`src/rtl/pdm_decoder_pkg.sv`:
```
// Shared types and CIC sizing helpers for the PDM decoder.
package pdm_decoder_pkg;

  localparam int AMPLITUDE_BITS = 12;
  typedef logic [AMPLITUDE_BITS-1:0] amplitude;

  localparam int CIC_ORDER      = 3;
  localparam int PDM_DECIMATION = 256;

  // Register width that keeps an order-N CIC exact under modulo arithmetic.
  function automatic int cic_width(input int order, input int log2r);
    return order * log2r + 1;
  endfunction

endpackage

```
`src/rtl/pdm_decoder_comb.sv`:
```
// One CIC differentiator stage: dout = din - previous sampled din; the delay advances only on en.
module cic_comb #(
  parameter int W = 25
) (
  input  logic         clock,
  input  logic         reset,
  input  logic         en,
  input  logic [W-1:0] din,
  output logic [W-1:0] dout
);

  logic [W-1:0] dly;

  always_ff @(posedge clock or negedge reset) begin
    if (!reset) begin
      dly <= '0;
    end else if (en) begin
      dly <= din;
    end
  end

  // Modulo subtraction; integrator wrap cancels out here by design.
  assign dout = din - dly;

endmodule

```
`src/rtl/pdm_decoder.sv`:
```
// 3rd-order CIC PDM-to-amplitude decoder; out/out_valid follow the wrapping bit by two edges, input never stalls.
// Build option PDM_DECODER_SETTLE_EN hides the first three decimated samples after reset.
module pdm_decoder
  import pdm_decoder_pkg::*;
#(
  parameter int NBITS      = AMPLITUDE_BITS,
  parameter int DECIMATION = PDM_DECIMATION
) (
  input  logic             clock,
  input  logic             reset,
  input  logic             din_valid,
  input  logic             din,
  output logic [NBITS-1:0] out,
  output logic             out_valid
);

  localparam int L = $clog2(DECIMATION);
  localparam int W = cic_width(CIC_ORDER, L);
  localparam logic [W-1:0] FULL_SCALE = {1'b1, {(W-1){1'b0}}};

  if (DECIMATION < 4 || (DECIMATION & (DECIMATION - 1)) != 0 ||
      DECIMATION < (1 << (NBITS / 3)) || NBITS > 3 * L) begin : g_bad_params
    $error("pdm_decoder: DECIMATION %0d illegal for NBITS %0d", DECIMATION, NBITS);
  end

  logic [W-1:0]     i1, i2, i3;
  logic [W-1:0]     i1_nxt, i2_nxt, i3_nxt;
  logic [L-1:0]     cnt;
  logic             wrap, tick, tick_d, show;
  logic [W-1:0]     c1, c2, c3;
  logic [NBITS-1:0] sample, sample_q;

  always_comb begin
    i1_nxt = i1 + {{(W-1){1'b0}}, din};
    i2_nxt = i2 + i1_nxt;
    i3_nxt = i3 + i2_nxt;
  end

  assign wrap = din_valid && (&cnt);

  always_ff @(posedge clock or negedge reset) begin
    if (!reset) begin
      i1   <= '0;
      i2   <= '0;
      i3   <= '0;
      cnt  <= '0;
      tick <= 1'b0;
    end else begin
      tick <= wrap;
      if (din_valid) begin
        i1  <= i1_nxt;
        i2  <= i2_nxt;
        i3  <= i3_nxt;
        cnt <= cnt + L'(1);
      end
    end
  end

  cic_comb #(.W(W)) u_comb1 (.clock(clock), .reset(reset), .en(tick), .din(i3), .dout(c1));
  cic_comb #(.W(W)) u_comb2 (.clock(clock), .reset(reset), .en(tick), .din(c1), .dout(c2));
  cic_comb #(.W(W)) u_comb3 (.clock(clock), .reset(reset), .en(tick), .din(c2), .dout(c3));

  // Full-scale input lands exactly on 2^(3L), one past the top of the slice.
  always_comb begin
    sample = c3[W-2 -: NBITS];
    if (c3 == FULL_SCALE) begin
      sample = '1;
    end
  end

  if (3 * L > NBITS) begin : g_lsbs
    logic unused_lsbs;
    assign unused_lsbs = ^c3[W-2-NBITS:0];
  end

`ifdef PDM_DECODER_SETTLE_EN
  logic [1:0] settle;

  always_ff @(posedge clock or negedge reset) begin
    if (!reset) begin
      settle <= '0;
    end else if (tick_d && settle != 2'd3) begin
      settle <= settle + 2'd1;
    end
  end

  assign show = (settle == 2'd3);
`else
  assign show = 1'b1;
`endif

  always_ff @(posedge clock or negedge reset) begin
    if (!reset) begin
      tick_d    <= 1'b0;
      sample_q  <= '0;
      out       <= '0;
      out_valid <= 1'b0;
    end else begin
      tick_d    <= tick;
      out_valid <= tick_d && show;
      if (tick) begin
        sample_q <= sample;
      end
      if (tick_d && show) begin
        out <= sample_q;
      end
    end
  end

endmodule

```
`config.mk`:
```
export PLATFORM = sky130hd
export DESIGN_NAME = pdm_decoder
export DESIGN_NICKNAME = d
export VERILOG_FILES = /design/src/rtl/pdm_decoder_pkg.sv /design/src/rtl/pdm_decoder_comb.sv /design/src/rtl/pdm_decoder.sv
export SDC_FILE = /design/constraint.sdc
export NUM_CORES = 1
export LEC_CHECK = 0
export BUFFER_PORTS_ARGS = -buffer_cell sky130_fd_sc_hd__buf_2
export CAP_MARGIN = 20
export CORE_ASPECT_RATIO = 1.75
export CORE_MARGIN = 5
export CORE_UTILIZATION = 65
export CTS_CLUSTER_DIAMETER = 100
export DETAILED_ROUTE_END_ITERATION = 10
export HOLD_SLACK_MARGIN = 0.15
export PLACE_DENSITY = 0.82
export SYNTH_ARGS = -nofsm -noshare
export SYNTH_HDL_FRONTEND = slang
export SYNTH_SLANG_ARGS = --single-unit
export TNS_END_PERCENT = 1
```
`constraint.sdc`:
```
create_clock -name clock -period 12.9 [get_ports clock]
set_input_delay 0.645 -clock clock [delete_from_list [all_inputs] [get_ports clock]]
set_output_delay 0.645 -clock clock [all_outputs]
set_load 0.01 [all_outputs]
```
# Yosys cells after proc, flatten, opt, wreduce, memory -nomap -nowiden
# Index checks and enable logic that the tools add are counted.
# classes
muxes	1
add_sub_neg	7
n_eq_ne	1
reduce_logical	2
# ops
cell	n
$sub A25 B25 Y25	3
$add A25 B25 Y25	2
$add A25 B1 Y25	1
$eq A25 B25 Y1 const B	1
$mux W12	1
$add A8 B1 Y8 const B	1
$reduce_and A8 Y1	1
$logic_and A1 B1 Y1	1
# word_totals
input_bits	4
reg_bits	185
wordCells	23

# Logic depth before layout (Yosys ltp)
# Gate-level depths: netlist (run 1).
# logic_depth
depth_word	5
mapped_depth	31

# Cells and area by module
# From an unflattened synthesis (run 1), not the netlist that was laid out.
# unflattened
cells_unflattened	1552
area_unflattened_um2	13744.4
# modules_own_cells
module	n_inst	cells_each	area_per_inst_um2	seq_area_each_um2
pdm_decoder	1	676	6917.9	2752.6
cic_comb (u_comb2 ...)	2	292	2278.4	625.6
cic_comb (u_comb1)	1	292	2269.7	625.6

# Least setup slack after synthesis (run 1)
# No wires, ideal clock.
# synth_timing
path_type	register -> register
from	register i3[0]
to	register sample_q[4]
slack_ns	7.141
setup_ns	0.090
path_stages_with_launch	27
period_less_slack_ns	5.759
n_path_buf	1
arrival_time_ns	5.670
t_required_ns	12.810
path_cell_list	dfrtp_1 > inv_1 > ha_1 > fa_1 > nand2b_1 > a21oi_1 > or4_1 > o21a_1 > xor2_1 > ha_1 > a21o_1 > a21oi_1 > nor2_1 > a211o_1 > a31oi_1 > xnor2_1 > ha_1 > a2111oi_0 > a21o_1 > o21ai_0 > o21bai_1 > a21o_1 > mux2_2 > a2111oi_4 > o211ai_1 > buf_2 > o2111ai_1
# synth_between
elab_chain_cells	5
# synth_rtl
item	line_no	text
start: declaration	pdm_decoder.sv:26	logic [W-1:0] i1, i2, i3;
start signal: assignment	pdm_decoder.sv:53	i3 <= i3_nxt;
$sub A25 B25 Y25 (*)	pdm_decoder_comb.sv:23	assign dout = din - dly;
via c1[8]	pdm_decoder.sv:30	logic [W-1:0] c1, c2, c3;
$sub A25 B25 Y25 (*)	pdm_decoder_comb.sv:23	
via c2[13]	pdm_decoder.sv:30	
$sub A25 B25 Y25 (*)	pdm_decoder_comb.sv:23	
$eq A25 B25 Y1	pdm_decoder.sv:66	if (c3 == FULL_SCALE) begin
$mux W12 (*)	pdm_decoder.sv:66	
end signal: assignment	pdm_decoder.sv:102	sample_q <= sample;
end: declaration	pdm_decoder.sv:31	logic [NBITS-1:0] sample, sample_q;
# The timed path passes the listed nets; every way through them passes the cells marked *.
# A chain may end at the register's enable or synchronous reset.

# Worst setup path after layout (run 1)
# layout_timing
from	register i3[0]
to	register sample_q[11]
# The elaborated chain is that of the path after synthesis.

==> results of run 1 <==
==> registers in the layout, indices dropped and copies added (netlist names) <==
register,cells
sample_q,12
i1,25
u_comb1.dly,25
tick_d,1
tick,1
cnt,8
out_valid,1
i3,25
i2,25
u_comb3.dly,25
u_comb2.dly,25
out,12
==> cell type report <==
type	instances	area, sq um
sequential	185	4630
multi-input combinational	1111	7960
clock inverter	14	139
timing repair buffer	19	114
tap	248	310
inverter	115	432
clock buffer	18	439
fill	1549	6090
==> metrics by stage <==
| stage | cells | setup WS (ps) | utilization (%) | area, sq um |
|---|---|---|---|---|
| finish | 1710 | 5680 | 69.7 | 14000 |
| global route | 1710 | 5200 | 69.7 | 14000 |
| CTS | 1710 | 5790 | 69.7 | 14000 |
| detailed placement | 1678 | 5790 | 66.8 | 13400 |
| global placement | 1678 | 5980 | 66.8 | 13400 |
| floorplan | 1452 | 7140 | - | 13200 |
==> logic make-up (layout without fill, tap and decap cells) <==
group / after synthesis / after routing
AOI/OAI and AO/OA: 367 / 367
xor gates and xnor gates: 146 / 146
adders and majority gates: 127 / 127
buffers and inverters: 156 / 166
DFF: 185 / 185
muxes: 74 / 74
and+or+nand+nor: 397 / 397
==> Yosys cell counts, types with 19 or more instances <==
cell	instances	share of area, %
xor2_1	45	3.0
and3_1	21	1.0
nor2_1	92	2.6
nand4_1	19	0.90
mux2_2	65	5.6
a21oi_1	88	3.3
o21a_1	24	1.4
inv_1	115	3.3
nor2b_1	20	0.95
xnor2_1	100	6.6
a21o_1	41	2.3
o21ai_0	106	4.0
ha_1	123	12
nand3_1	41	1.6
clkbuf_1	30	0.85
nand2_1	136	3.9
dfrtp_1	185	35
==> routing by layer <==
metal | vias to the layer above | routed length, microns
li1 | 5110 | -
met1 | 4911 | 9930
met2 | 139 | 14600
met3 | 77 | 488
met4 | 0 | 1040
met5 | - | 0
==> worst max-delay path: stages (launching register included) <==
cell and delay [ps]:
dfrtp_1 370, inv_1 60, ha_1 220, fa_1 400
nand2b_1 180, a21oi_1 200, or4_1 170, o21a_1 160
xor2_1 220, ha_1 320, a21o_1 200, a21oi_1 210
o21ai_0 240, and3_1 290, o21a_1 180, nor2_1 110
xnor2_1 100, ha_1 440, and3_1 260, nand4_1 240
a211oi_1 580, o21bai_1 240, a21o_1 280, mux2_2 310
a2111oi_4 430, nand3b_1 450, nand4_1 250
==> path summary, 6_finish.rpt <==
| check | start | end | cells past startpoint |
|---|---|---|---|
| hold reg to reg | cnt[7] | cnt[7] | 1 |
| hold / removal | reset | u_comb3.dly[7] | 1 |
| setup / recovery | i3[0] | sample_q[11] | 26 |
| max in group asynchronous | reset | tick | 2 |
| setup reg to reg | i3[0] | sample_q[11] | 26 |
| min in group clock | cnt[7] | cnt[7] | 1 |
==> results.yml, run 1 <==
drt:
  drt-pass1-iter-count: 6
  detail-route-antenna-nets: 0
  via_per_inst: 5.99
  wl_mm: 26.0
  first_iter_violations: 523
  drc_errors: 0
  wl_per_cell_microns: 15.2
  via_count: 10200
sta:
  setup_violations: 0
  drv_slew: 0
  relSlewSlack_pct: 30.2
  tns_ps: 0
  grt_setup_unrepaired: "false"
  fmax_mhz: 138
  hold_viol: 0
  hold_ws_ps: 331
  skew_ps: 12.1
  min_period_ps: 7220
  period_share_pct: 56.0
  worst_pin_slew_ps: 1020
grt:
  met3_usage_pct: 3.09
  grt_pass1_wl_mm: 45.7
  met1_usage_pct: 23.5
  grt_max_degree: 114
  grt_pass1_vias: 10600
  grt.total_usage_pct: 23.1
  grtUsageMet2_pct: 45.5
  grt-ovfl-total: 0
  gr-max-usage-layer: "met2"
  grt_antenna_before_repair: 0
cts:
  tritoncts: "built"
  cts.path.max_buffers: 2
  clock_latency_ps: 440
  numCtsBuffers: 17
  cts_resized: 0
  cts.sinks: 185
  root_buffer: "clkbuf_16"
  postCtsSetupRepairBufs: 0
  htree_num_levels: 4
  cts.clk_slew.worst_paths_ps: 70
  postCtsHoldBufs: 0
layout:
  layout_common_cells: "dfrtp_1, nand2_1, ha_1"
  final_common_cell: "dfrtp_1"
  nets: 1580
  area_growth_pct: 6.42
  diodes: 0
  layout-drive-gt1-share_pct: 8.62
worst_setup_path:
  crit_required_ps: 13250
  cp_data_arrival_time_ps: 7570
  endpoint_kind: "flip-flop"
  criticalPathCategory: "flip-flop to flip-flop"
  r2r_setup_slack_ps: 5680
  cp-start-kind: "flip-flop"
  path_max_fanout: 12
run_status:
  status: "complete, no violations"
synth:
  synth-adder-area-share_pct: 12.3
  syn_nets: 1583
  synth-seq-cells: 185
  muxShareOfSynthArea_pct: 6.24
  syn_area_sq_um: 13200
  synth_xor_area_share_pct: 9.81
  yosys_warnings: 0
  synth_edf_count: 0
  postSynthAreaPerCell_sq_um: 9.07
  synth_top_family_by_area: "compound AO/OA/AOI/OAI gates"
  synth_compound_area_share_pct: 17.8
  ys.flop_type: "dfrtp_1"
  yosysSeqAreaShare_pct: 35.1
  syn_inst: 1452
  async_flop_share_pct: 100
  synth_simple_gate_area_share_pct: 14.3
  ys_types: 66
floorplan:
  initial_core_util_pct: 65.5
  die_area_sq_um: 23300
  chipWidth_microns: 118
  core_area_sq_um: 20100
  fp-row-count: 69
  io_pins: 17
  die_y_microns: 198
placement:
  place.gp.congestion: 0.862
  place_hpwl_mm: 19.5
  io_buffers: 16
flow_run:
  maxCapViolations: 0
worst_hold_path:
  hold_class: "input pin to async pin"
Power of run 1 is not shown: default switching activity piles up to over one toggle a cycle in this logic, so the estimate is an artifact.
==> run 2, diff against run 1 <==
ABC_AREA = 1   (was default)
clock period = 7.5 ns   (was 12.9 ns; I/O delays follow)
==> run 2 against run 1 <==
Net effect:
- global-route usage grew 6.2 points
- wire length grew 34%
- maximum frequency grew 21%
- cell area grew 8.0%
- cell count grew 34%
- flip-flop and latch count is the same
- synthesized cell count grew 36%
- largest cell class unchanged
- critical path type unchanged
- non-clock buffer count grew 3
==> results.yml, run 2 <==
sta:
  drv_slew: 0
  period_share_pct: 79.7
  min_period_ps: 5980
  fmax_mhz: 167
  relSlewSlack_pct: 37.5
  hold_viol: 0
  tns_ps: 0
  worst_pin_slew_ps: 938
  grt_setup_unrepaired: "false"
  setup_violations: 0
  skew_ps: 10.5
worst_setup_path:
  r2r_cells: 29
  cp_slowest_cell: "ha_1"
  criticalPathCategory: "flip-flop to flip-flop"
  critPathMaxStageDelay_ps: 430
  cp_data_arrival_time_ps: 6300
  endpoint_kind: "flip-flop"
  r2r-end: "sample_q[0]"
  r2r_setup_slack_ps: 1520
  cp-endpoint: "sample_q[0]"
  cp_common_cell: "a21oi_1"
  crit_path_start: "i3[0]"
  crit_required_ps: 7820
  cp-start-kind: "flip-flop"
  path_max_fanout: 12
  timing.rr.start: "i3[0]"
grt:
  grt_antenna_before_repair: 0
  grt_pass1_wl_mm: 58.4
  grt_pass1_vias: 13200
  grt_max_degree: 116
  grt-ovfl-total: 0
  grt.total_usage_pct: 29.2
floorplan:
  die_area_sq_um: 25000
  io_pins: 17
  initial_core_util_pct: 66.0
  core_area_sq_um: 21500
  die_y_microns: 205
  chipWidth_microns: 122
  fp-row-count: 71
drt:
  drc_errors: 0
  detail-route-antenna-nets: 0
  via_count: 12700
  first_iter_violations: 625
  wl_per_cell_microns: 15.2
  wl_mm: 34.8
  via_per_inst: 5.56
  drt-pass1-iter-count: 6
cts:
  cts.clk_slew.worst_paths_ps: 80
  cts_resized: 0
  clock_latency_ps: 460
  cts.sinks: 185
  cts.path.max_buffers: 2
  tritoncts: "built"
  numCtsBuffers: 17
  root_buffer: "clkbuf_16"
  htree_num_levels: 4
  postCtsSetupRepairBufs: 0
synth:
  yosys_warnings: 0
  postSynthAreaPerCell_sq_um: 7.17
  syn_area_sq_um: 14200
  syn_inst: 1979
  synth_top_family_by_area: "simple AND/OR/NAND/NOR gates"
  yosysSeqAreaShare_pct: 32.6
  synth_common_cells: "nand2_1, inv_1, dfrtp_1"
  synth_xor_area_share_pct: 6.17
  ys_types: 48
  netlist_top_cells_area: "dfrtp_1, nand2_1, ha_1, inv_1, o21ai_0"
  synth_most_common_cell: "nand2_1"
  synth_top_area_share_pct: 32.6
  synth_edf_count: 0
  yosysTopAreaCell: "dfrtp_1"
  async_flop_share_pct: 100
  muxShareOfSynthArea_pct: 0.953
  synth-seq-cells: 185
  synth_simple_gate_area_share_pct: 26.0
  syn_nets: 2110
  synth_compound_area_share_pct: 14.4
  synth-adder-area-share_pct: 11.4
  ys.flop_type: "dfrtp_1"
layout:
  final_common_cell: "nand2_1"
  layout_common_cells: "nand2_1, inv_1, dfrtp_1"
  fill_cells: 1835
  layout-drive-gt1-share_pct: 7.52
  nets: 2114
  finalCoreUtilization_pct: 70.5
  area_growth_pct: 6.78
  diodes: 0
worst_hold_path:
  hold_class: "input pin to flip-flop"
  hold_start: "din"
flow_run:
  maxCapViolations: 0
placement:
  place.gp.congestion: 0.922
  io_buffers: 16
  place_hpwl_mm: 27.5
run_status:
  status: "complete, no violations"
-- run 2: cell count changes in the layout (fill, tap and decap cells not counted), moves of 20 or more --
cell / previous run / this run
o21ai_0: 106 / 150
nand3_1: 41 / 75
o21a_1: 24 / 1
a21o_1: 41 / 16
a21oi_1: 88 / 126
nor2b_1: 20 / 0
nand2_2: 0 / 20
mux2_2: 65 / 12
inv_1: 115 / 265
nor2_1: 92 / 115
xor2_1: 45 / 65
xnor2_1: 100 / 33
nand2_1: 136 / 567
and3_1: 21 / 1
-- run 2: how the worst min path moves through the flow --
stage	end	cells past startpoint
after global routing	i1[0]	4
after detailed placement	tick_d	0
after floorplan	cnt[0]	0
final	i1[0]	4
after CTS	i1[0]	4
after global placement	tick_d	0
-- run 2: through the flow --
stage          cell area, sq um  std cells  hold slack [ps]  worst slack, ps
2_1_floorplan             14200       1979             79.4             2460
3_3_place_gp              14500       2254              432             1720
3_5_place_dp              14600       2255              433             1610
4_1_cts                   15100       2288              281             1560
5_1_grt                   15100       2288              314             1030
6_report                  15100       2288              278             1520
-- run 2: worst max-delay path: cells and delay by family, from the launching register on --
kind / cells / cell delay (ps)
buf+inv: 2 / 140
flops: 1 / 370
compound gates: 11 / 1890
fa+ha+maj: 4 / 1370
xor+xnor: 2 / 410
simple gates: 10 / 1640
-- run 2: logic make-up (layout without fill, tap and decap cells) --
group,after synthesis,after routing
and+or+nand+nor,874,874
buffers and inverters,316,333
AOI/OAI and AO/OA,366,366
xor gates and xnor gates,99,99
DFF,185,185
adders and majority gates,127,127
muxes,12,12
-- run 2: routing by layer --
| metal | wire, microns | vias up | track usage, % |
|---|---|---|---|
| li1 | - | 6418 | - |
| met1 | 12000 | 5884 | 27.6 |
| met2 | 19000 | 251 | 56.0 |
| met3 | 782 | 161 | 3.19 |
| met4 | 2970 | 0 | 22.3 |
| met5 | 0 | - | 0 |
-- run 2: cell type report --
class	instances	area, sq um	area share, %
multi-input combinational	1478	8360	55.2
sequential	185	4630	30.6
inverter	279	1050	6.91
clock buffer	17	425	2.81
tap	292	365	2.41
clock inverter	15	158	1.04
timing repair buffer	22	156	1.03
-- run 2: what timing repair did --
item                                    4_1_cts  5_1_grt
hold buffers                                  1        0
endpoints found under the hold margin       114        0
endpoints found under the setup margin        0        0
Power of run 2 is left out for the same reason.
